[config.mk]
export PLATFORM = sky130hd
export DESIGN_NAME = pop_phase_sequencer
export DESIGN_NICKNAME = d
export VERILOG_FILES = /design/src/rtl/pop_timing_pkg.sv /design/src/rtl/pop_phase_sequencer_phase_timer.sv /design/src/rtl/pop_phase_sequencer.sv
export SDC_FILE = /design/constraint.sdc
export NUM_CORES = 1
export LEC_CHECK = 0
export ABC_AREA = 1
export CORE_UTILIZATION = 45
export DETAILED_ROUTE_END_ITERATION = 12
export DONT_BUFFER_PORTS = 1
export MAX_ROUTING_LAYER = met4
export SYNTH_ARGS = -nofsm -noshare
export SYNTH_HDL_FRONTEND = slang
export SYNTH_SLANG_ARGS = --single-unit
[constraint.sdc]
create_clock -name i_clk -period 3.1 [get_ports i_clk]
set_input_delay 0.465 -clock i_clk [delete_from_list [all_inputs] [get_ports i_clk]]
set_output_delay 0.465 -clock i_clk [all_outputs]
set_load 0.1 [all_outputs]
[src/rtl/pop_timing_pkg.sv]
// -----------------------------------------------------------------------------
// pop_timing_pkg
// Shared definitions for the POP timing-cycle sequencer: the sequencer state
// encoding, phase-index sizing and the bit positions of the three gate lines
// inside a phase mask.
// No ports (package).
// -----------------------------------------------------------------------------
package pop_timing_pkg;

  typedef enum logic [1:0] {
    IDLE     = 2'd0,
    RUN      = 2'd1,
    STOPPING = 2'd2
  } seqState_e;

  localparam int PHASE_W    = 3;
  localparam int MAX_PHASES = 8;
  localparam int GATE_W     = 3;

  // Bit positions inside a phase mask, packed as {pd_gate, mw_en, laser_en}
  localparam int LASER = 0;
  localparam int MW    = 1;
  localparam int PD    = 2;

endpackage

[src/rtl/pop_phase_sequencer_phase_timer.sv]
// -----------------------------------------------------------------------------
// phase_timer
// Loadable down-counter that times one sequencer phase in timebase ticks.
// A load always wins over counting; otherwise each tick decrements until the
// count reaches zero, where it holds. o_expired flags the tick that finds the
// count already at zero, i.e. the last tick of a phase loaded with dur.
//
// Ports:
//   i_clk      system clock
//   i_rst      synchronous active-high reset (count -> 0)
//   i_load     load i_loadVal into the counter
//   i_loadVal  phase duration (phase lasts i_loadVal+1 ticks)
//   i_tick     timebase strobe, already qualified by the caller
//   o_expired  count==0 && i_tick (combinational)
// -----------------------------------------------------------------------------
module phase_timer #(
  parameter int CNT_W = 20
) (
  input  logic             i_clk,
  input  logic             i_rst,
  input  logic             i_load,
  input  logic [CNT_W-1:0] i_loadVal,
  input  logic             i_tick,
  output logic             o_expired
);

  logic [CNT_W-1:0] r_count;
  logic             w_atZero;

  assign w_atZero  = (r_count == '0);
  assign o_expired = i_tick && w_atZero;

  // Counter register: load has priority, and it never decrements below zero
  always_ff @(posedge i_clk) begin
    if (i_rst) begin
      r_count <= '0;
    end else if (i_load) begin
      r_count <= i_loadVal;
    end else if (i_tick && !w_atZero) begin
      r_count <= r_count - CNT_W'(1);
    end
  end

endmodule

[src/rtl/pop_phase_sequencer.sv]
// -----------------------------------------------------------------------------
// pop_phase_sequencer
// Start/stop controlled sequencer that steps through PHASES timing phases of
// the POP cycle. Each phase has a programmable duration (in divider ticks) and
// a gate pattern driving the laser, microwave and photodetector gate lines.
//
// Parameters:
//   PHASES  number of active phases, 1..8
//   CNT_W   width of each phase duration register
//
// Ports:
//   i_clk, i_rst       clock, synchronous active-high reset
//   i_tick             single-cycle timebase strobe
//   i_start, i_stop    begin a run / finish the current cycle then idle
//   i_cfg_we           configuration write strobe
//   i_cfg_addr         phase index for the write (>= PHASES is ignored)
//   i_cfg_dur          phase duration (phase lasts dur+1 ticks)
//   i_cfg_mask         gate pattern {pd_gate, mw_en, laser_en}
//   o_phase            current phase index
//   o_laser_en, o_mw_en, o_pd_gate   registered gate lines
//   o_busy             high in RUN or STOPPING
//   o_cycle_done       one-cycle pulse after the last phase expires
// -----------------------------------------------------------------------------
module pop_phase_sequencer
  import pop_timing_pkg::*;
#(
  parameter int PHASES = 4,
  parameter int CNT_W  = 20
) (
  input  logic               i_clk,
  input  logic               i_rst,
  input  logic               i_tick,
  input  logic               i_start,
  input  logic               i_stop,
  input  logic               i_cfg_we,
  input  logic [PHASE_W-1:0] i_cfg_addr,
  input  logic [CNT_W-1:0]   i_cfg_dur,
  input  logic [GATE_W-1:0]  i_cfg_mask,
  output logic [PHASE_W-1:0] o_phase,
  output logic               o_laser_en,
  output logic               o_mw_en,
  output logic               o_pd_gate,
  output logic               o_busy,
  output logic               o_cycle_done
);

  seqState_e          r_state;
  seqState_e          w_nextState;

  logic [CNT_W-1:0]   r_durBank  [PHASES];
  logic [GATE_W-1:0]  r_maskBank [PHASES];

  logic [PHASE_W-1:0] r_phase;
  logic [PHASE_W-1:0] w_nextPhase;
  logic [GATE_W-1:0]  r_gates;
  logic [GATE_W-1:0]  w_nextGates;
  logic               r_cycleDone;
  logic               w_nextCycleDone;

  logic               w_timerTick;
  logic               w_expired;
  logic               w_load;
  logic               w_lastPhase;
  logic               w_lastExpire;
  logic [PHASE_W-1:0] w_loadIdx;
  logic [CNT_W-1:0]   w_loadDur;
  logic [GATE_W-1:0]  w_loadMask;

  // Ticks only count while a run is active; the start cycle loads instead
  assign w_timerTick  = i_tick && (r_state != IDLE);
  assign w_lastPhase  = (r_phase == PHASE_W'(PHASES - 1));
  assign w_lastExpire = w_expired && w_lastPhase;

  // Index of the phase that would be loaded next: phase 0 on start or wrap
  assign w_loadIdx = ((r_state == IDLE) || w_lastPhase) ? '0 : r_phase + PHASE_W'(1);

  // Read the bank entry for the phase about to be loaded
  always_comb begin
    w_loadDur  = '0;
    w_loadMask = '0;
    for (int i = 0; i < PHASES; i++) begin
      if (w_loadIdx == PHASE_W'(i)) begin
        w_loadDur  = r_durBank[i];
        w_loadMask = r_maskBank[i];
      end
    end
  end

  // Configuration bank; addresses at or beyond PHASES match no entry
  always_ff @(posedge i_clk) begin
    if (i_rst) begin
      for (int i = 0; i < PHASES; i++) begin
        r_durBank[i]  <= '0;
        r_maskBank[i] <= '0;
      end
    end else if (i_cfg_we) begin
      for (int i = 0; i < PHASES; i++) begin
        if (i_cfg_addr == PHASE_W'(i)) begin
          r_durBank[i]  <= i_cfg_dur;
          r_maskBank[i] <= i_cfg_mask;
        end
      end
    end
  end

  phase_timer #(
    .CNT_W (CNT_W)
  ) u_timer (
    .i_clk     (i_clk),
    .i_rst     (i_rst),
    .i_load    (w_load),
    .i_loadVal (w_loadDur),
    .i_tick    (w_timerTick),
    .o_expired (w_expired)
  );

  // State register
  always_ff @(posedge i_clk) begin
    if (i_rst) begin
      r_state <= IDLE;
    end else begin
      r_state <= w_nextState;
    end
  end

  // Next state: a stop raised on the wrapping tick still lets the new cycle run
  always_comb begin
    w_nextState = r_state;
    case (r_state)
      IDLE: begin
        if (i_start) begin
          w_nextState = RUN;
        end
      end
      RUN: begin
        if (i_stop) begin
          w_nextState = STOPPING;
        end
      end
      STOPPING: begin
        if (w_lastExpire) begin
          w_nextState = IDLE;
        end
      end
      default: begin
        w_nextState = IDLE;
      end
    endcase
  end

  // Next output values and timer load; the final expiry while stopping clears gates
  always_comb begin
    w_nextPhase     = r_phase;
    w_nextGates     = r_gates;
    w_nextCycleDone = 1'b0;
    w_load          = 1'b0;
    case (r_state)
      IDLE: begin
        if (i_start) begin
          w_nextPhase = '0;
          w_nextGates = w_loadMask;
          w_load      = 1'b1;
        end
      end
      RUN, STOPPING: begin
        if (w_expired) begin
          w_nextCycleDone = w_lastPhase;
          if ((r_state == STOPPING) && w_lastPhase) begin
            w_nextPhase = '0;
            w_nextGates = '0;
          end else begin
            w_nextPhase = w_loadIdx;
            w_nextGates = w_loadMask;
            w_load      = 1'b1;
          end
        end
      end
      default: begin
        w_nextPhase = '0;
        w_nextGates = '0;
      end
    endcase
  end

  // Output registers
  always_ff @(posedge i_clk) begin
    if (i_rst) begin
      r_phase     <= '0;
      r_gates     <= '0;
      r_cycleDone <= 1'b0;
    end else begin
      r_phase     <= w_nextPhase;
      r_gates     <= w_nextGates;
      r_cycleDone <= w_nextCycleDone;
    end
  end

  assign o_phase      = r_phase;
  assign o_laser_en   = r_gates[LASER];
  assign o_mw_en      = r_gates[MW];
  assign o_pd_gate    = r_gates[PD];
  assign o_busy       = (r_state != IDLE);
  assign o_cycle_done = r_cycleDone;

endmodule

# Word-level counts from Yosys, hierarchy flattened

Memory sizes are Yosys's and may differ from the RTL's.
Cells that the tools add are included.
Widths: inputs -> output; s select.

Add/sub/neg operators: 2
Equal/unequal tests: 13
Mux-type cells: 53
Bitwise gates (word level): 10
Reductions and logical operators: 17

Operators by type and width:

| cell                  | number |
|---|---|
| $mux 20               | 10 |
| $mux 3                | 15 |
| $mux 1                | 21 |
| $logic_not 20->1      | 1 |
| $sub 20x1->20 const B | 1 |
| $eq 3x2->1 const B    | 5 |
| $pmux 3 s2            | 2 |
| $ne 2x2->1 const B    | 4 |
| $or 1x1->1            | 8 |
| $eq 3x1->1 const B    | 2 |
| $logic_not 3->1       | 2 |
| $mux 2                | 3 |
| $pmux 2 s3            | 1 |
| $logic_and 1x1->1     | 5 |
| $reduce_bool 2->1     | 2 |
| $add 3x1->3 const B   | 1 |
| $reduce_and 3->1      | 1 |
| $reduce_or 3->1       | 1 |
| $eq 2x1->1 const B    | 1 |
| $eq 2x2->1 const B    | 1 |
| $logic_not 2->1       | 1 |
| $not 1->1             | 2 |
| $pmux 1 s2            | 1 |
| $reduce_and 2->1      | 1 |
| other kinds (3)       | 3 |

Register bits after elaboration: 29
Bits in writable memories: 92
Output and inout port bits: 8
Memories kept: 2

Memories:

| name       | words | width | read ports | clocked after Yosys merged registers in | write ports | RTL line                  | RTL |
|---|---|---|---|---|---|---|---|
| r_durBank  | 4     | 20    | 4          | 0                                       | 4           | pop_phase_sequencer.sv:50 | `logic [CNT_W-1:0] r_durBank [PHASES];` |
| r_maskBank | 4     | 3     | 4          | 0                                       | 4           | pop_phase_sequencer.sv:51 | `logic [GATE_W-1:0] r_maskBank [PHASES];` |

# Depth between registers and ports, before layout

Gate-level depths: netlist (run 1).

Depth after elaboration: 11
Gate-level depth with buffers: 14

# Modules after synthesis

A second synthesis (run 1) with hierarchy kept.

Cell total of the unflattened synthesis: 690
Area, all modules: 6067.1 µm²

Modules (own cells, without submodules):

| module              | instances | cells each | area each (µm²) | sequential area each (µm²) |
|---|---|---|---|---|
| pop_phase_sequencer | 1         | 442        | 4568.1          | 2942.8 |
| phase_timer         | 1         | 248        | 1498.9          | 400.4 |

# Least setup slack after synthesis (run 1)

Ideal clock, no wire load.

Path type: input to register
From: input i_cfg_addr[1]
To: memory r_durBank[0][0] (enable)
Library setup time: 0.435 ns
Data arrival time: 2.334 ns
Data required time: 2.665 ns
Slack: 0.331 ns
Cell stages on the path: 2
Path buffers: 0
Path through: nand3b_1 o21ai_0

RTL lines:

| what        | RTL line                  | RTL |
|---|---|---|
| from (decl) | pop_phase_sequencer.sv:36 | `input logic [PHASE_W-1:0] i_cfg_addr,` |
| to (decl)   | pop_phase_sequencer.sv:50 |  |

# Worst setup path in the final report (run 1)

From: register r_state[0]
To: register u_timer.r_count[19]

Longest elaborated chain between the ends: 9

Ends and longest elaborated chain:

| what                   | RTL line                                              | RTL |
|---|---|---|
| from (decl)            | pop_phase_sequencer.sv:47                             | `seqState_e r_state;` |
| from (signal assigned) | pop_phase_sequencer.sv:122                            | `r_state <= w_nextState;` |
| $logic_not 2->1        | pop_phase_sequencer.sv:75, pop_phase_sequencer.sv:157 |  |
| $logic_or 1x1->1       | pop_phase_sequencer.sv:75                             | `assign w_loadIdx = ((r_state == IDLE) \|\| w_lastPhase) ? '0 : r_phase + PHASE_W'(1);` |
| $mux 3                 | pop_phase_sequencer.sv:75                             |  |
| $logic_not 3->1        | pop_phase_sequencer.sv:82                             | `if (w_loadIdx == PHASE_W'(i)) begin` |
| $mux 20 (4 in series)  | pop_phase_sequencer.sv:82                             |  |
| $mux 20                | pop_phase_sequencer_phase_timer.sv:37                 | `end else if (i_load) begin` |
| to (signal assigned)   | pop_phase_sequencer_phase_timer.sv:38                 | `r_count <= i_loadVal;` |
| to (signal assigned)   | pop_phase_sequencer_phase_timer.sv:40                 | `r_count <= r_count - CNT_W'(1);` |
| to (decl)              | pop_phase_sequencer_phase_timer.sv:27                 | `logic [CNT_W-1:0] r_count;` |

Several ways; a longest one is shown, not always the timed one.
A chain may end at the register's enable or synchronous reset.

==> summary.md, run 1 <==
| Metric | Value |
|---|---|
| Slew @ Worst Pin | `0.972 ns` |
| Hold path cells | `1` |
| CP Depth | `13` |
| Synthesized area per cell | `8.83 um2` |
| Routed wire length | `14200 um` |
| Arr. time, crit path | `2.70 ns` |
| DR pass1 iterations | `5` |
| Endpoints failing setup | `0` |
| Horiz. Die Dim | `117 um` |
| FF-to-FF setup slack | `0.75 ns` |
| Fillers | `1208` |
| CP required | `3.45 ns` |
| Post-synthesis mux area share | `0` |
| HP Class | `in -> reg` |
| Vias post-DR | `4515` |
| CTS tree | `built` |
| Cts hold-fix bufs | `0` |
| Wirelength per Cell | `16.5 um` |
| Drt drc | `0` |
| CP Max Fanout | `23` |
| Tcrit/Tclk final | `0.758` |
| First-pass GRT wire length | `22800 um` |
| Crit. Startpoint | `r_state[0]` |
| Hold Slack | `0.109 ns` |
| Synth top area share | `0.467` |
| Synth Warn # | `0` |
| # nets final | `718` |
| Share of cells above drive strength 1 | `0.114` |
| CP endpoint kind | `flip-flop` |
| Detailed Place HPWL | `9100 um` |
| Placed cell area | `6130 um2` |
| Status | `finished, final reports clean` |
| Clock latency on the worst-skew pair | `0.41 ns` |
| Die area | `13600 um2` |
| Simple-gate share of the synthesized area | `0.284` |
| Fmax | `0.426 GHz` |
| CTS Buf Count | `17` |
| Pwr Density | `928 nW/um2` |
| Final instance area | `6700 um2` |
| Tmin final | `2.35 ns` |
| # resized after CTS | `0` |
| All-Layer GR Usage | `0.237` |
| Total I/O pin count | `40` |
| Sequential fraction of the synthesis area | `0.565` |
| Mapped Area | `5920 um2` |
| VDD IR max | `0.000405 V` |
| Final Power | `6.21 mW` |
| TNS Setup | `0 ns` |
| Initial Util | `0.465` |
| Initial antenna violation count | `0` |
| R2r startpoint | `r_state[0]` |
| Core Util, Final | `0.526` |
| Biggest area consumer among synthesized cells | `edfxtp_1` |
| Clock Tree Root | `clkbuf_16` |
| Total global routing overflow | `0` |
| Vias per inst | `5.24` |
| Worst reg2reg path depth | `13` |
| Die height | `117 um` |
| Cell repeated most along the worst path | `nand2_1` |
| Synth cell types | `34` |
| Site Rows | `41` |
| Clock slew at reported path FFs | `0.06 ns` |
| Largest family of logic cells by synthesized area | `simple AND/OR/NAND/NOR gates` |
| WP buf/inv | `3` |
| Hold Path Origin | `i_rst` |
| Post-CTS Setup Inserts | `0` |
| CTS max path bufs | `2` |
| Final slew viol count | `0` |
| Crit path kind | `reg -> reg` |
| Crit path largest cell delay | `0.42 ns` |
| Vias in the first global route | `4418` |
| Maximum level of the CTS H-tree | `4` |
| Count of final hold-check violations | `0` |
| Starting DRC count in detailed routing | `371` |
| R2R Path End | `u_timer.r_count[19]` |
| MaxCap Viol Count | `0` |
| Layout area overhead | `13.1%` |
| Number of synthesized register bits | `121` |
| Count of input and output buffers | `0` |
| Total core area | `12700 um2` |
| Top delay family on crit path | `simple AND/OR/NAND/NOR gates` |
| RSZ-0062 raised after global routing | `no` |
| Final ANT Viol Nets | `0` |
| Synth Area in XOR/XNOR | `0.0163` |
| Leak pwr | `2.72 nW` |
| Synth area leaders | `edfxtp_1 (47%), nand2_1 (11%), dfxtp_1 (9.8%), nor2_1 (8.4%), inv_1 (3.1%)` |
| Slew Limit Headroom | `0.351` |
| CP max stage cell | `dfxtp_1` |
| Net Count, Synth | `711` |
| Worst setup SP type | `flip-flop` |
| Cells after Synth | `670` |
| Largest net degree at the start of global routing | `28` |
| Compound-Gate Fraction of Synth Area | `0.0603` |
| Critical Path Sink | `u_timer.r_count[19]` |
| Cell Chain, Critical Path | `inv_1 > ha_1 > nor2_2 > nand2_1 > inv_1 > nand2_1 > inv_2 > a21oi_1 > nand3_1 > o21ai_0 > nand2_1 > nand2_1 > a21oi_1` |
| Worst Skew | `0.00715 ns` |
| Sink Count | `121` |
| GPL Wtd Cong | `0.838` |
| Synth Area in Adders | `0.0190` |
| N_diodes | `0` |
==> layer usage <==
metal | wire [um] | vias to the layer above | GRT usage
li1 | - | 2221 | -
met1 | 6440 | 2128 | 0.298
met2 | 6730 | 139 | 0.372
met3 | 731 | 27 | 0.0451
met4 | 300 | 0 | 0.107
met5 | 0 | - | -
==> report_power, final <==
group          total (mW)  switching, mW  internal [mW]
logic                2.02           1.37          0.645
registers            2.26          0.303           1.96
clock network        1.93          0.683           1.25
total                6.21           2.36           3.85
==> per-stage QoR <==
stage	cells	setup WS, ns
after floorplan	670	0.331
after global placement	830	0.913
after detailed placement	830	0.784
after CTS	862	0.769
after global routing	862	0.525
final	862	0.750
==> layout make-up <==
cell class                 count  area, um2  area share
tap                          172        215      0.0321
timing repair buffer          14        105      0.0157
inverter                      54        203      0.0303
multi-input combinational    469       2260       0.338
clock buffer                  21        440      0.0658
sequential                   121       3340       0.499
clock inverter                11        129      0.0192
==> worst reg2reg max path, stage by stage (launching register included) <==
cell and delay (ns):
dfxtp_1 0.42, inv_1 0.09, ha_1 0.27, nor2_2 0.19, nand2_1 0.09, inv_1 0.08, nand2_1 0.14, inv_2 0.41
a21oi_1 0.09, nand3_1 0.10, o21ai_0 0.13, nand2_1 0.11, nand2_1 0.06, a21oi_1 0.10
==> how the worst min path moves through the flow <==
stage	to	slack, ns
floorplan	r_state[0]	0.49
global placement	r_state[0]	0.50
detailed placement	u_timer.r_count[14]	0.52
CTS	u_timer.r_count[13]	0.09
global route	u_timer.r_count[2]	0.1
finish	u_timer.r_count[11]	0.11
==> synthesized netlist by cell type <==
cell,count
a31oi_1,2
a22oi_1,1
edfxtp_1,92
inv_1,49
clkbuf_1,12
nand3_1,36
buf_6,2
dfxtp_1,29
nor3_1,7
ha_1,9
nand3b_1,3
nor4_1,2
a221oi_1,2
nor2_2,7
a21oi_4,1
o21ai_2,4
nand4_1,19
nor2_4,3
inv_2,5
o21ai_1,1
nand4_4,1
nor2_1,133
a21oi_2,6
and3b_1,1
nand2_1,168
or2_2,1
or2_1,1
nand2_4,2
buf_2,12
a21oi_1,26
o21ai_0,16
xnor2_1,3
xor2_1,8
nand2_2,6
==> state kept, by name, indices dropped and copies added (netlist names) <==
name	cells
r_state	2
r_maskBank	12
r_durBank	80
o_cycle_done	1
r_gates	3
o_phase	3
u_timer.r_count	20
==> kinds of logic (layout without fill, tap and decap cells) <==
kind of cell             after synthesis  count (layout)
AND/OR/NAND/NOR                      390             390
flip-flops                           121             121
buffers and inverters                 80             100
AO/OA/AOI/OAI                         59              59
XOR/XNOR                              11              11
adder cells (fa/ha/maj)                9               9
==> placed cells by master, fill, tap and decap left out, drive strengths merged <==
| master | Yosys | layout |
|---|---|---|
| xnor2 | 3 | 3 |
| nor2 | 143 | 143 |
| dfxtp | 29 | 29 |
| clkinv | 0 | 7 |
| clkbuf | 12 | 21 |
| and3b | 1 | 1 |
| or2 | 2 | 2 |
| nand4 | 20 | 20 |
| buf | 14 | 14 |
| nand3 | 36 | 36 |
| nand2 | 176 | 176 |
| o21ai | 21 | 21 |
| a21oi | 33 | 33 |
| a22oi | 1 | 1 |
| bufinv | 0 | 3 |
| nor4 | 2 | 2 |
| inv | 54 | 54 |
| nor3 | 7 | 7 |
| xor2 | 8 | 8 |
| ha | 9 | 9 |
| a221oi | 2 | 2 |
| clkinvlp | 0 | 1 |
| edfxtp | 92 | 92 |
| a31oi | 2 | 2 |
| nand3b | 3 | 3 |
Power figures use the tool's default switching activity.
==> run 2: changes to the inputs <==
==> constraint.sdc (replaced) <==
create_clock -name i_clk -period 2.1 [get_ports i_clk]
set_input_delay 0.315 -clock i_clk [delete_from_list [all_inputs] [get_ports i_clk]]
set_output_delay 0.315 -clock i_clk [all_outputs]
set_load 0.1 [all_outputs]
==> run 2 against run 1 <==
The flow now finishes with violations (hold timing); hold slack lost 0.17 ns; final area increased by 5.6%; register-to-register slack got worse by 0.65 ns; combinational power increased by 81%; sequential share of layout area is 2.5 points lower; critical path type unchanged; largest cell class unchanged; largest power group is now combinational cells; highest routed layer unchanged.
==> summary.md, run 2 (same netlist as run 1, synthesis figures left out) <==
| Metric | Value |
|---|---|
| Drt drc | `0 (unchanged)` |
| Failing checks | `hold timing` |
| Largest register FFs | `80 (unchanged)` |
| Endpoints failing setup | `0 (unchanged)` |
| All-Layer GR Usage | `0.237 (about the same)` |
| Commonest non-fill, non-tap cell in the layout | `nand2_1` |
| Initial antenna violation count | `0 (unchanged)` |
| Arr. time, crit path | `2.32 ns (-0.38 ns)` |
| Die area | `13600 um2 (unchanged)` |
| Vias in the first global route | `4326 (-2.1%)` |
| Layout area overhead | `19.4%` |
| CP required | `2.42 ns (-1.03 ns)` |
| Multi-input logic area | `2360 um2 (+4.4%)` |
| Share of cells above drive strength 1 | `0.175 (+0.0606)` |
| Slew Limit Headroom | `0.620 (+0.268)` |
| Vias post-DR | `4564 (+1.1%)` |
| Top reg by flops | `r_durBank` |
| GPL Wtd Cong | `0.932 (+11%)` |
| CTS tree | `built` |
| VDD IR max | `0.000650 V (+61%)` |
| Site Rows | `41 (unchanged)` |
| Final slew viol count | `0 (unchanged)` |
| Wirelength per Cell | `16.6 um (+0.57%)` |
| DR pass1 iterations | `5 (unchanged)` |
| Total core area | `12700 um2 (unchanged)` |
| Post-CTS Setup Inserts | `0 (unchanged)` |
| Cts hold-fix bufs | `1 (+1)` |
| Worst setup SP type | `flip-flop` |
| Fmax | `0.499 GHz (+17%)` |
| Status | `finished with violations` |
| Tcrit/Tclk final | `0.954 (+0.196)` |
| Place WS | `0.0286 ns (-0.755 ns)` |
| HP Class | `in -> reg` |
| Clock slew at reported path FFs | `0.06 ns (about the same)` |
| Pwr Density | `1380 nW/um2 (+49%)` |
| Final worst slack | `0.0971 ns (-0.653 ns)` |
| Initial Util | `0.465 (unchanged)` |
| CTS Buf Count | `17 (unchanged)` |
| Detailed Place HPWL | `9280 um (+2.0%)` |
| Die height | `117 um (unchanged)` |
| Tmin final | `2.00 ns (-0.347 ns)` |
| Count of final hold-check violations | `21 (+21)` |
| N_diodes | `0 (unchanged)` |
| CTS max path bufs | `2 (unchanged)` |
| Slew @ Worst Pin | `0.570 ns (-0.402 ns)` |
| Crit path kind | `reg -> reg` |
| Hold path cells | `1 (unchanged)` |
| Most frequent cells in the layout | `nand2_1 (166), nor2_1 (132), edfxtp_1 (92), inv_1 (46), nand3_1 (36)` |
| Routed wire length | `14600 um (+2.7%)` |
| FF/Latch Area | `3350 um2 (+0.34%)` |
| Biggest regs | `r_durBank (80), u_timer.r_count (20), r_maskBank (12)` |
| Fillers | `1175 (-2.7%)` |
| Total global routing overflow | `0 (unchanged)` |
| Final ANT Viol Nets | `0 (unchanged)` |
| Horiz. Die Dim | `117 um (unchanged)` |
| Clock Tree Root | `clkbuf_16` |
| Total I/O pin count | `40 (unchanged)` |
| Worst reg2reg path depth | `12 (-1)` |
| Maximum level of the CTS H-tree | `4 (unchanged)` |
| Core Util, Final | `0.556 (+0.0293)` |
| First-pass GRT wire length | `22500 um (-1.0%)` |
| Starting DRC count in detailed routing | `347 (-6.5%)` |
| MaxCap Viol Count | `0 (unchanged)` |
| Hold Slack | `-0.0603 ns (-0.169 ns)` |
| Clock latency on the worst-skew pair | `0.43 ns (+0.02 ns)` |
| Sink Count | `121 (unchanged)` |
| CP endpoint kind | `flip-flop` |
| Largest net degree at the start of global routing | `24 (-14%)` |
| CP Max Fanout | `6 (-74%)` |
| Vias per inst | `5.19 (-0.98%)` |
| Count of input and output buffers | `0 (unchanged)` |
| Leak pwr | `2.85 nW (+4.9%)` |
| Worst Skew | `0.0142 ns (+0.00707 ns)` |
| # nets final | `736 (+2.5%)` |
## run 2: cell count changes in the layout (fill, tap and decap cells not counted), moves of 3 or more
cell / change
dfxtp_1: -3
a21oi_1: -5
clkinv_4: +3
inv_6: +3
ha_1: -3
dfxtp_4: +3
clkinv_1: -3
buf_4: +11
inv_1: -3
a21oi_2: +5
buf_12: +4
clkbuf_1: -3
clkinvlp_4: +3
## run 2: routing by layer
| layer | up-vias | part of all wire | routed length, um | GRT usage |
|---|---|---|---|---|
| met5 | - | 0 | 0 | - |
| met4 | 0 | 0.016 | 229 | 0.0793 |
| met3 | 20 | 0.050 | 735 | 0.0649 |
| met2 | 124 | 0.48 | 7020 | 0.377 |
| met1 | 2156 | 0.45 | 6610 | 0.292 |
| li1 | 2264 | - | - | - |
## run 2: layout make-up
type                       instances  area share
tap                              172      0.0304
clock inverter                    14      0.0243
sequential                       121       0.475
inverter                          54      0.0299
clock buffer                      18      0.0607
multi-input combinational        469       0.334
timing repair buffer              32      0.0464
## run 2: path summary, 6_finish.rpt
path | startpoint | end | slack [ns]
max reg2reg | o_phase[0] | u_timer.r_count[16] | 0.1
min | i_rst | u_timer.r_count[11] | -0.06
max | o_phase[0] | u_timer.r_count[16] | 0.1
min reg2reg | r_gates[2] | r_gates[2] | 0.47
## run 2: critical path, cell delays in order (launching register included)
cell and delay, ns:
dfxtp_4 0.34, ha_2 0.19, ha_4 0.22, inv_2 0.07, nor2_2 0.04, and3b_2 0.30
clkbuf_16 0.19, nand2_1 0.05, nand3_1 0.06, a21oi_1 0.17, nand2_1 0.13, nand2_1 0.08
a21oi_1 0.05
## run 2: timing repair
action                                  4_1_cts  5_1_grt
endpoints found under the hold margin        22       21
gates resized for setup                       1       22
endpoints found under the setup margin        1       19
pin swaps                                     0        4
cloned                                        0        2
## run 2: report_power, final
group / switching, mW / internal (mW) / total, mW
registers: 0.267 / 2.89 / 3.15
logic: 2.34 / 1.30 / 3.65
clock network: 1.11 / 1.87 / 2.97
total: 3.72 / 6.06 / 9.77
## run 2: metrics by stage
stage	setup TNS [ns]	cell area [um2]	hold slack, ns	instances	power (mW)
2_1_floorplan	-23.89	5950	0.377	670	5.71
3_3_place_gp	0	6320	0.380	845	6.54
3_5_place_dp	0	6320	0.380	845	6.60
4_1_cts	0	6930	-0.0688	878	9.57
5_1_grt	-0.0134	7070	-0.0735	880	10.3
6_report	0	7070	-0.0603	880	9.77
==> run 3: changes to the inputs <==
--- a/config.mk
+++ b/config.mk
@@ -6,10 +6,10 @@
 export NUM_CORES = 1
 export LEC_CHECK = 0
 export ABC_AREA = 1
-export CORE_UTILIZATION = 45
+export CORE_UTILIZATION = 55
 export DETAILED_ROUTE_END_ITERATION = 12
 export DONT_BUFFER_PORTS = 1
-export MAX_ROUTING_LAYER = met4
+export PLACE_DENSITY = 0.73
 export SYNTH_ARGS = -nofsm -noshare
 export SYNTH_HDL_FRONTEND = slang
 export SYNTH_SLANG_ARGS = --single-unit
==> run 3 against run 2 <==
The run still ends with hold timing left; die area shrank 18%; clock power shrank 7.4%; first-iteration DRC count did not move; clock skew decreased by 0.0062 ns; largest cell class unchanged; critical path type unchanged; critical path depth did not move.
==> summary.md, run 3 (same netlist as run 1, synthesis figures left out) <==
| Metric | Value |
|---|---|
| Status | `finished with violations` |
| Failing checks | `hold timing` |
| Leak pwr | `2.84 nW (-0.56%)` |
| Hold Slack | `-0.146 ns (-0.0861 ns)` |
| Maximum level of the CTS H-tree | `4 (unchanged)` |
| CTS Buf Count | `17 (unchanged)` |
| Cell repeated most along the worst path | `nand2_1` |
| Top reg by flops | `r_durBank` |
| Vias per inst | `5.47 (+5.4%)` |
| Final worst slack | `0.0439 ns (-0.0532 ns)` |
| Final Power | `9.49 mW (-2.9%)` |
| Placed cell area | `6260 um2 (-0.99%)` |
| Pwr Density | `1370 nW/um2 (-1.2%)` |
| CP Max Fanout | `6 (unchanged)` |
| Total I/O pin count | `40 (unchanged)` |
| Crit path largest cell delay | `0.34 ns (about the same)` |
| VDD IR max | `0.00107 V (+64%)` |
| Endpoints failing setup | `0 (unchanged)` |
| Slew @ Worst Pin | `0.577 ns (+0.00673 ns)` |
| Slew Limit Headroom | `0.615 (-0.00449)` |
| Tmin final | `2.06 ns (+0.0532 ns)` |
| Crit path kind | `reg -> reg` |
| Die area | `11200 um2 (-18%)` |
| Fmax | `0.486 GHz (-2.6%)` |
| All-Layer GR Usage | `0.270 (+0.0326)` |
| Place WS | `0.0489 ns (+0.0203 ns)` |
| Core Util, Final | `0.670 (+0.114)` |
| Starting DRC count in detailed routing | `347 (unchanged)` |
| DR pass1 iterations | `5 (unchanged)` |
| Layout area overhead | `17.4%` |
| CP max stage cell | `dfxtp_4` |
| Detailed Place HPWL | `9090 um (-2.0%)` |
| Largest register FFs | `80 (unchanged)` |
| Sink Count | `121 (unchanged)` |
| Vias in the first global route | `4637 (+7.2%)` |
| Clock latency on the worst-skew pair | `0.53 ns (+0.10 ns)` |
| Worst Skew | `0.00800 ns (-0.00623 ns)` |
| Horiz. Die Dim | `106 um (-9.4%)` |
| CTS tree | `built` |
| First-pass GRT wire length | `22600 um (+0.37%)` |
| CP endpoint kind | `flip-flop` |
| Most frequent cells in the layout | `nand2_1 (166), nor2_1 (132), edfxtp_1 (92), inv_1 (46), nand3_1 (36)` |
| N_diodes | `0 (unchanged)` |
| Count of input and output buffers | `0 (unchanged)` |
| Biggest regs | `r_durBank (80), u_timer.r_count (20), r_maskBank (12)` |
| TNS Setup | `0 ns (unchanged)` |
| Drt drc | `0 (unchanged)` |
| # nets final | `739 (+0.41%)` |
| Tcrit/Tclk final | `0.979 (+0.0253)` |
| Cell Chain, Critical Path | `ha_2 > ha_4 > inv_2 > nor2_2 > and3b_2 > clkbuf_16 > nand2_1 > nand3_1 > a21oi_1 > nand2_1 > nand2_1 > a21oi_1` |
| Count of final hold-check violations | `21 (unchanged)` |
| Initial antenna violation count | `0 (unchanged)` |
| HP Class | `in -> reg` |
| Final instance area | `6950 um2 (-1.7%)` |
| Non-Filler Instances | `847 (-3.8%)` |
| Vias post-DR | `4632 (+1.5%)` |
| Clock slew at reported path FFs | `0.06 ns (about the same)` |
| Placed cells | `810 (-4.1%)` |
| CP required | `2.51 ns (+0.09 ns)` |
| Total global routing overflow | `0 (unchanged)` |
| Initial Util | `0.571 (+0.106)` |
| Cts hold-fix bufs | `1 (unchanged)` |
| Die height | `106 um (-9.4%)` |
| Final ANT Viol Nets | `0 (unchanged)` |
| Final slew viol count | `0 (unchanged)` |
| Share of cells above drive strength 1 | `0.170 (-0.00496)` |
| Arr. time, crit path | `2.47 ns (+0.15 ns)` |
| Commonest non-fill, non-tap cell in the layout | `nand2_1` |
| CTS max path bufs | `2 (unchanged)` |
| GPL Wtd Cong | `0.896 (-3.9%)` |
| Worst setup SP type | `flip-flop` |
| Wirelength per Cell | `16.4 um (-1.3%)` |
| WP buf/inv | `2 (unchanged)` |
| Clock Tree Root | `clkbuf_8` |
| Top delay family on crit path | `simple AND/OR/NAND/NOR gates` |
| Site Rows | `37 (-9.8%)` |
| MaxCap Viol Count | `0 (unchanged)` |
| Largest net degree at the start of global routing | `24 (unchanged)` |
| Routed wire length | `13900 um (-5.0%)` |
| Total core area | `10400 um2 (-18%)` |
## run 3: cell types whose count changed in the layout (fill, tap and decap cells not counted), sizes merged
cell,change
clkinv,+2
buf,+3
clkbuf,-1
bufinv,-1
## run 3: power by group
group	leakage, nW	internal [mW]	switching (mW)	total, mW
Sequential	1.13	2.89	0.255	3.14
Combinational	1.44	1.28	2.32	3.60
Clock	0.270	1.68	1.06	2.75
## run 3: routing by layer
layer	GRT usage	routed length [um]
met1	0.338	6040
met2	0.430	6760
met4	0.122	225
met5	0	0
met3	0.0810	844
## run 3: repair_timing
| action | CTS | global route |
|---|---|---|
| endpoints found under the setup margin | 0 | 21 |
| endpoints found under the hold margin | 22 | 21 |
| resized for setup | 0 | 17 |
| setup buffers | 0 | 2 |
## run 3: worst paths after layout
kind,from,endpoint,slack [ns],depth (start not counted)
worst max-delay path,o_phase[0],u_timer.r_count[16],0.04,12
worst min-delay path,i_rst,u_timer.r_count[12],-0.15,1
worst max register to register,o_phase[0],u_timer.r_count[16],0.04,12
worst min register to register,r_gates[2],r_gates[2],0.46,2
## run 3: cell type report
cell class / count / area (um2)
fillers: 827 / 3420
flip-flops and latches: 121 / 3350
multi-input cells: 469 / 2320
clock buffers: 17 / 414
repair buffers: 35 / 329
inverters: 54 / 211
well taps: 136 / 170
clock inverters: 15 / 149
## run 3: worst reg2reg max path: stages, from the launching register on
cell	delay [ns]
dfxtp_4	0.34
ha_2	0.19
ha_4	0.22
inv_2	0.06
nor2_2	0.04
and3b_2	0.28
clkbuf_16	0.19
nand2_1	0.06
nand3_1	0.07
a21oi_1	0.26
nand2_1	0.10
nand2_1	0.08
a21oi_1	0.06
==> RTL edit, RTL diff (flow settings as in run 3) <==
Reset style: asynchronous (`i_rst`), changed in 4 clocked blocks. Comments in the files are not updated.
--- a/src/rtl/pop_phase_sequencer_phase_timer.sv
+++ b/src/rtl/pop_phase_sequencer_phase_timer.sv
@@ -32,5 +32,5 @@
 
   // Counter register: load has priority, and it never decrements below zero
-  always_ff @(posedge i_clk) begin
+  always_ff @(posedge i_clk or posedge i_rst) begin
     if (i_rst) begin
       r_count <= '0;
--- a/src/rtl/pop_phase_sequencer.sv
+++ b/src/rtl/pop_phase_sequencer.sv
@@ -88,5 +88,5 @@
 
   // Configuration bank; addresses at or beyond PHASES match no entry
-  always_ff @(posedge i_clk) begin
+  always_ff @(posedge i_clk or posedge i_rst) begin
     if (i_rst) begin
       for (int i = 0; i < PHASES; i++) begin
@@ -116,5 +116,5 @@
 
   // State register
-  always_ff @(posedge i_clk) begin
+  always_ff @(posedge i_clk or posedge i_rst) begin
     if (i_rst) begin
       r_state <= IDLE;
@@ -184,5 +184,5 @@
 
   // Output registers
-  always_ff @(posedge i_clk) begin
+  always_ff @(posedge i_clk or posedge i_rst) begin
     if (i_rst) begin
       r_phase     <= '0;
Check against the original RTL: differs if i_rst is asserted again (counterexample within 4 cycles, from zero or initial values and one cycle with i_rst high); with i_rst held inactive, the same outputs for 4 cycles.
==> RTL edit against run 3 <==
Wire length grew 3.8%. Sequential cell count is the same. Clock skew is essentially flat. Total power grew 9.7%. Fmax grew 2.3%. Global-route usage grew 1.1 points. Worst setup slack gained 0.046 ns. Synthesized area grew 1.1%. Cell area grew 2.8%. Largest power group unchanged.
==> RTL edit: results (changes against run 3) <==
- The total wire length was 14400 um (+3.8%).
- The area fraction in compound gates after synthesis was 10.8% (+4.7 points).
- By area the synthesized netlist is led by dfrtp_1 (51%), nand2_1 (16%), o21ai_0 (8.6%).
- The leakage power summed over all cells is 3.47 nW (+22%).
- The net count of the mapped netlist came to 800 (+13%).
- The number of distinct library cell variants in the gate-level netlist after synthesis was 31 (-8.8%).
- The global-route track usage on met2 is 42.3% (-0.74 points).
- The detailed-routing wirelength on met1 was 6490 um (+7.6%).
- The post-synthesis average cell area is 7.89 um^2 (-11%).
- In this run the most critical hold path is launched from i_cfg_dur[4].
- The fraction of synthesized cell area in xor and xnor cells is 2.05% (+0.42 points).
- The wire length on met3 is 889 um (+5.3%).
- The delay of the slowest cell on the worst path is 0.43 ns (+0.09 ns).
- The run finished with clean final reports.
- The number of filler instances in the final layout is 868 (+5.0%).
- The worst slack at placement is 0.0853 ns (+0.0364 ns).
- The HPWL after detailed placement is 9070 um (-0.27%).
- The clock skew is 0.00771 ns (-0.000286 ns).
- The post-synthesis adder-cell area fraction was 1.88% (-0.021 points).
- The cell with the largest stage delay on the worst path is dfrtp_1.
- The global-route wire length before repair came to 24500 um (+8.2%).
- The cell depth of the worst min-delay path came to 2 (+1).
- The global placer's final weighted congestion is 0.854 (-4.7%).
- The overall track demand over capacity in global routing is 28.1% (+1.1 points).
- The post-route clock period utilization is 95.7% (-2.2 points).
- The number of global-route vias before repair is 5018 (+8.2%).
- The overall via count from detail_route is 5197 (+12%).
- The share of synthesized registers carrying an async set or reset is 100% (+100 points).
- The maximum net fanout on the critical path is 5 (-1).
- The share of cells above drive strength 1 was 12.6% (-4.5 points).
-- RTL edit: changes by cell type after synthesis, moves of 6 or more --
cell and change:
a21oi_1 -16, buf_2 -7, clkbuf_1 +6, dfrtp_1 +121, dfxtp_1 -29, edfxtp_1 -92
inv_1 +10, nand2_1 +95, nand3_1 +25, nand4_1 -6, nor2_1 -98, o21ai_0 +87
-- RTL edit: layout make-up --
cell class / instances / area, um^2 / share of cell area, %
Sequential cell: 121 / 3030 / 42.5
Multi-Input combinational cell: 543 / 2620 / 36.7
Tap cell: 136 / 170 / 2.38
Clock inverter: 10 / 118 / 1.65
Timing Repair Buffer: 44 / 483 / 6.76
Inverter: 64 / 255 / 3.58
Clock buffer: 22 / 463 / 6.48
-- RTL edit: power groups by stage --
stage	Combinational (mW)	Sequential [mW]	Clock [mW]
after global placement	3.79	3.36	0
after floorplan	2.72	3.51	0
after CTS	3.97	3.35	2.86
final	4.20	3.37	2.84
after global routing	4.66	3.44	2.96
after detailed placement	3.90	3.38	0
